## src/rtl/regfile_mp_if.sv

```systemverilog
// regfile_mp_if: read, write and reserve signals of the dual-write register file
interface regfile_mp_if #(
    parameter int DATA_W = 32,
    parameter int ADDR_W = 5
);
    logic [ADDR_W-1:0] ra;
    logic [ADDR_W-1:0] rb;
    logic [DATA_W-1:0] bus_a;
    logic [DATA_W-1:0] bus_b;
    logic [ADDR_W-1:0] rw0;
    logic [DATA_W-1:0] bus_w0;
    logic              reg_wr0;
    logic [ADDR_W-1:0] rw1;
    logic [DATA_W-1:0] bus_w1;
    logic              reg_wr1;
    logic              rsv;
    logic [ADDR_W-1:0] rsv_addr;
    logic              busy_a;
    logic              busy_b;

    modport master (
        output ra, rb, rw0, bus_w0, reg_wr0, rw1, bus_w1, reg_wr1, rsv, rsv_addr,
        input  bus_a, bus_b, busy_a, busy_b
    );

    modport slave (
        input  ra, rb, rw0, bus_w0, reg_wr0, rw1, bus_w1, reg_wr1, rsv, rsv_addr,
        output bus_a, bus_b, busy_a, busy_b
    );
endinterface

```

## src/rtl/regfile_mp.sv

```systemverilog
// regfile_mp: 2-read/2-write register file with optional bypass, zero register and busy scoreboard
module regfile_mp #(
    parameter int DATA_W   = 32,
    parameter int ADDR_W   = 5,
    parameter int ZERO_REG = 1,
    parameter int BYPASS   = 1
) (
    input  logic         clk,
    input  logic         rst,
    regfile_mp_if.slave  bus
);
    localparam int DEPTH = 1 << ADDR_W;

    logic [DATA_W-1:0] regs_q [DEPTH];
    logic [DEPTH-1:0]  busy_q, busy_d;
    logic              we0, we1, fwd;

    assign we0 = bus.reg_wr0 && !(ZERO_REG != 0 && bus.rw0 == '0);
    assign we1 = bus.reg_wr1 && !(ZERO_REG != 0 && bus.rw1 == '0);
    assign fwd = BYPASS != 0 && !rst;

    always_comb begin
        busy_d = busy_q;
        if (we0) busy_d[bus.rw0] = 1'b0;
        if (we1) busy_d[bus.rw1] = 1'b0;
        if (bus.rsv && !(ZERO_REG != 0 && bus.rsv_addr == '0)) busy_d[bus.rsv_addr] = 1'b1;
    end

    // port 1 is written last so it wins an address collision
    always_ff @(posedge clk) begin
        if (rst) begin
            for (int i = 0; i < DEPTH; i++) regs_q[i] <= '0;
            busy_q <= '0;
        end else begin
            if (we0) regs_q[bus.rw0] <= bus.bus_w0;
            if (we1) regs_q[bus.rw1] <= bus.bus_w1;
            busy_q <= busy_d;
        end
    end

    always_comb begin
        bus.bus_a = (ZERO_REG != 0 && bus.ra == '0) ? '0 :
                    (fwd && bus.reg_wr1 && bus.rw1 == bus.ra) ? bus.bus_w1 :
                    (fwd && bus.reg_wr0 && bus.rw0 == bus.ra) ? bus.bus_w0 : regs_q[bus.ra];
        bus.bus_b = (ZERO_REG != 0 && bus.rb == '0) ? '0 :
                    (fwd && bus.reg_wr1 && bus.rw1 == bus.rb) ? bus.bus_w1 :
                    (fwd && bus.reg_wr0 && bus.rw0 == bus.rb) ? bus.bus_w0 : regs_q[bus.rb];
    end

    assign bus.busy_a = busy_q[bus.ra];
    assign bus.busy_b = busy_q[bus.rb];
endmodule

```

## src/flat_wrapper.sv

```systemverilog
// flat-port wrapper written by rule: the top's interface ports become plain ports
module regfile_mp_flat 
#(
    parameter int DATA_W   = 32,
    parameter int ADDR_W   = 5,
    parameter int ZERO_REG = 1,
    parameter int BYPASS   = 1
)
  (clk, rst, bus_ra, bus_rb, bus_rw0, bus_bus_w0, bus_reg_wr0, bus_rw1, bus_bus_w1, bus_reg_wr1, bus_rsv, bus_rsv_addr, bus_bus_a, bus_bus_b, bus_busy_a, bus_busy_b);
  regfile_mp_if #(.DATA_W(DATA_W), .ADDR_W(ADDR_W)) bus_i ();
  input  logic clk;
  input  logic rst;
  input wire logic [$bits(bus_i.ra)-1:0] bus_ra;
  input wire logic [$bits(bus_i.rb)-1:0] bus_rb;
  input wire logic [$bits(bus_i.rw0)-1:0] bus_rw0;
  input wire logic [$bits(bus_i.bus_w0)-1:0] bus_bus_w0;
  input wire logic [$bits(bus_i.reg_wr0)-1:0] bus_reg_wr0;
  input wire logic [$bits(bus_i.rw1)-1:0] bus_rw1;
  input wire logic [$bits(bus_i.bus_w1)-1:0] bus_bus_w1;
  input wire logic [$bits(bus_i.reg_wr1)-1:0] bus_reg_wr1;
  input wire logic [$bits(bus_i.rsv)-1:0] bus_rsv;
  input wire logic [$bits(bus_i.rsv_addr)-1:0] bus_rsv_addr;
  output wire logic [$bits(bus_i.bus_a)-1:0] bus_bus_a;
  output wire logic [$bits(bus_i.bus_b)-1:0] bus_bus_b;
  output wire logic [$bits(bus_i.busy_a)-1:0] bus_busy_a;
  output wire logic [$bits(bus_i.busy_b)-1:0] bus_busy_b;
  assign bus_i.ra = bus_ra;
  assign bus_i.rb = bus_rb;
  assign bus_i.rw0 = bus_rw0;
  assign bus_i.bus_w0 = bus_bus_w0;
  assign bus_i.reg_wr0 = bus_reg_wr0;
  assign bus_i.rw1 = bus_rw1;
  assign bus_i.bus_w1 = bus_bus_w1;
  assign bus_i.reg_wr1 = bus_reg_wr1;
  assign bus_i.rsv = bus_rsv;
  assign bus_i.rsv_addr = bus_rsv_addr;
  assign bus_bus_a = bus_i.bus_a;
  assign bus_bus_b = bus_i.bus_b;
  assign bus_busy_a = bus_i.busy_a;
  assign bus_busy_b = bus_i.busy_b;
  regfile_mp #(.DATA_W(DATA_W), .ADDR_W(ADDR_W), .ZERO_REG(ZERO_REG), .BYPASS(BYPASS)) u_core (.clk(clk), .rst(rst), .bus(bus_i));
endmodule
```

## config.mk

```make
export PLATFORM = sky130hd
export DESIGN_NAME = regfile_mp_flat
export DESIGN_NICKNAME = d
export VERILOG_FILES = /design/src/rtl/regfile_mp_if.sv /design/src/rtl/regfile_mp.sv /design/src/flat_wrapper.sv
export SDC_FILE = /design/constraint.sdc
export NUM_CORES = 2
export LEC_CHECK = 0
export CORE_MARGIN = 3
export CORE_UTILIZATION = 40
export DETAILED_ROUTE_END_ITERATION = 6
export DONT_BUFFER_PORTS = 1
export PLACE_DENSITY = 0.65
export REMOVE_ABC_BUFFERS = 1
export SLEW_MARGIN = 40
export SYNTH_ARGS = -nofsm -noshare
export SYNTH_HDL_FRONTEND = slang
export SYNTH_SLANG_ARGS = --single-unit
```

## constraint.sdc

```tcl
create_clock -name clk -period 12.5 [get_ports clk]
set_clock_uncertainty 0.2 [all_clocks]
set_input_delay 3.75 -clock clk [delete_from_list [all_inputs] [get_ports clk]]
set_output_delay 3.75 -clock clk [all_outputs]
set_load 0.01 [all_outputs]
```

==> impl_results.md <==
- Run status: complete, no violations
- Hold_ws: a little under 0.3 ns
- Reg2reg setup slack: roughly 12 ns
- Post-route cell area: around 67000 sq um
- Proportion of synthesized area in mux cells: 0.199
- Setup TNS: 0 ns
- Worst Reg2Reg Path Length in Cells: 1
- Fillers: 13200
- Commonest non-fill, non-tap cell in the layout: a22o_1
- Final Cycle Share: 0.944
- Post-synthesis xor/xnor area fraction: 0.00285
- Crit Path Category: input pin to output pin
- Hold path cells: 2
- Sequential area share after synthesis: 0.511
- Detail Placement HPWL: between 100 and 150 mm
- Fraction of registers with async set/reset: 0
- Antenna Nets Post-Route: 0
- Worst-path clk slew: about 0.060 ns
- Combinational share of power: 0.121
- Number of synthesized register bits: around 1100
- Fin util: 0.441
- Critical path capture point type: output pin
- # clock sinks: between 1000 and 1500
- Final Non-Filler Cells: 6090
- Final hold violation count: 0
- Simple logic cell fraction of the synthesized area: 0.0267
- Clock Latency Late Sink: about 0.72 ns
- RSZ-0062 raised after global routing: no
- Sw frac: 0.253
- Layout cells sized above 1: 0.227
- Count of nets after finishing: around 4000
- Synth Area in Compound Gates: 0.207
- Mean area per synthesized cell: roughly 14 sq um
- DR iter-0 viols: just over 8000
- Main combinational cell family by area after synthesis: compound AO/OA/AOI/OAI gates
- Avg WL per Cell: between 40 and 50 um
- Power Dens Cells: about 130 nW/um^2
- Routed WL: 255 mm
- Most frequently used flop master after synthesis: edfxtp_1
- FMAX: around 85 MHz
- Min-delay src: u_core.busy_q[29]
- Power, Total: ~8.7 mW
- CP arrival: 7.86 ns
- Synth Instances: 4344
- PortBufs: 0
- Gr usage total: 0.312
- Seq pwr share: 0.485
- Cell Count Post-Placement: slightly below 6000
- CORE AREA: approximately 150000 sq um
- CTS buffer count: 116
- P&R area growth vs syn: 9.32%
- TritonCTS clock tree: yes
- Pint: 6.48 mW
- Hold WC Path Type: flop to flop
- Placed cell area: roughly 63000 sq um
- Worst Setup Start Kind: input pin
- First-pass GRT wire length: approximately 350 mm
- Clk root buf: clkbuf_16
- Hold-fix buffers, CTS: 0
- Vias per inst: between 7 and 8
- Post-synth EDFFs: 1024
- Leakage power: approximately 22 nW
- Initial core utilization: 0.404
- Largest net degree at the start of global routing: 326
- Die Area: between 150000 and 200000 sq um
- CP required: roughly 8.6 ns
- Via count: ~47000
- Worst r2r dst: u_core.busy_q[8]
- CTS Buffer Depth: 3
- Worst setup margin: 0.695 ns
- Initial antenna violation count: 4
- Clock power frac: 0.394
- Min cycle time layout: 11.81 ns
- Net Switching: 2.19 mW
- # setup viols final: 0
- DR DRC count: 0
- FP Rows: 143
- VDD IR max: roughly 0.11 mV
- Most frequent cells in the layout: 1054 x a22o_1, 1024 x edfxtp_1, 402 x mux4_2, 251 x mux2i_1, 143 x buf_4
- Worst slew margin: 0.338
- Max Slew Vio Count: 0
- Drt first pass iters: 7
- Overflow after GRT: 0
- Max-cap viol count: 0
- Post-CTS Setup Bufs: 0
- Hold endpoint: u_core.busy_q[29]
- Setup WS pre-CTS: just under 2 ns
- Vias in the first global route: approximately 45000
- Syn Std Cell Area: between 60000 and 70000 sq um
- Die span in x: between 300 and 400 um
- Adder-Cell Fraction of Synth Area: 0
- Synth Warn #: 0
- Worst r2r src: u_core.busy_q[8]
- CTS H-tree depth: 3
- Worst Path Max Fanout: 90
- # resized after CTS: 0
- Die Span Y: 398 um
- Synth unique cells: 54
- RD Place Congestion: around 0.92
- Top-level I/O count: between 150 and 200
- Slew @ Worst Pin: between 0.9 and 1 ns
==> logic make-up after synthesis <==
| logic type | after synthesis |
|---|---|
| compound gates | 1481 |
| xor+xnor | 20 |
| buf+inv | 745 |
| flops | 1056 |
| mux | 712 |
| other cells | 1 |
| simple gates | 329 |
==> state kept, by name (all words and copies together) (netlist names) <==
register       count
u_core.busy_q     32
u_core.regs_q   1024
==> worst max-delay path by stage <==
stage	from	to	slack, ns	cells after the start
5_1_grt	bus_ra[0]	bus_bus_a[14]	0.59	10
3_3_place_gp	bus_rb[1]	bus_bus_b[1]	1.98	6
3_5_place_dp	bus_rb[1]	bus_bus_b[1]	1.97	6
6_report	bus_ra[0]	bus_bus_a[14]	0.69	10
4_1_cts	bus_rb[1]	bus_bus_b[1]	1.96	6
2_1_floorplan	rst	bus_bus_b[11]	1.29	5
==> cell type report <==
class,instances,area [sq um],area share
inverter,40,154,0.00229
multi-input combinational,2574,27800,0.414
antenna,4,10.0,0.000149
sequential,1056,31400,0.467
clock inverter,63,546,0.00812
clock buffer,153,3140,0.0468
tap,2030,2540,0.0378
timing repair buffer,170,1600,0.0238
==> synth_stat cells, types with 32 or more instances <==
cell | n | area (sq um)
a221oi_1 | 37 | 324
inv_1 | 38 | 143
buf_4 | 45 | 338
nor4_1 | 40 | 250
a22o_1 | 1054 | 9230
nand2_1 | 104 | 390
o221ai_1 | 143 | 1250
mux4_2 | 402 | 9050
dfxtp_1 | 32 | 641
a221o_1 | 38 | 380
nor3_1 | 59 | 295
nor2_1 | 51 | 191
edfxtp_1 | 1024 | 30700
a211oi_1 | 74 | 556
buf_2 | 147 | 736
mux2_2 | 59 | 664
mux2i_1 | 251 | 2510
clkbuf_1 | 415 | 1560
buf_1 | 75 | 282
==> layer usage <==
| layer | routed length, um | track usage | vias to the layer above | share of wire |
|---|---|---|---|---|
| met1 | 89300 | 0.412 | 23800 | 0.35 |
| met5 | 8 | 0 | - | 0.000031 |
| met2 | 105000 | 0.433 | 4522 | 0.41 |
| met4 | 17100 | 0.176 | 2 | 0.067 |
| li1 | - | - | 17600 | - |
| met3 | 43100 | 0.125 | 919 | 0.17 |
==> critical path: stages <==
cell and delay, ns:
buf_16 0.40, buf_16 0.59, buf_16 0.56, xnor2_1 0.19
nand4_1 0.13, nor3_2 0.18, buf_4 0.55, nor2b_2 0.28
buf_4 0.38, a221o_1 0.56
==> power groups by stage <==
| stage | logic, mW | registers, mW | clock network (mW) |
|---|---|---|---|
| after floorplan | 0.592 | 4.25 | 0 |
| after global placement | 0.917 | 4.26 | 0 |
| after detailed placement | 0.933 | 4.28 | 0 |
| after CTS | 0.935 | 4.20 | 3.41 |
| after global routing | 1.06 | 4.23 | 3.54 |
| final | 1.05 | 4.21 | 3.42 |
No activity file was read; power rests on OpenSTA's default activity.
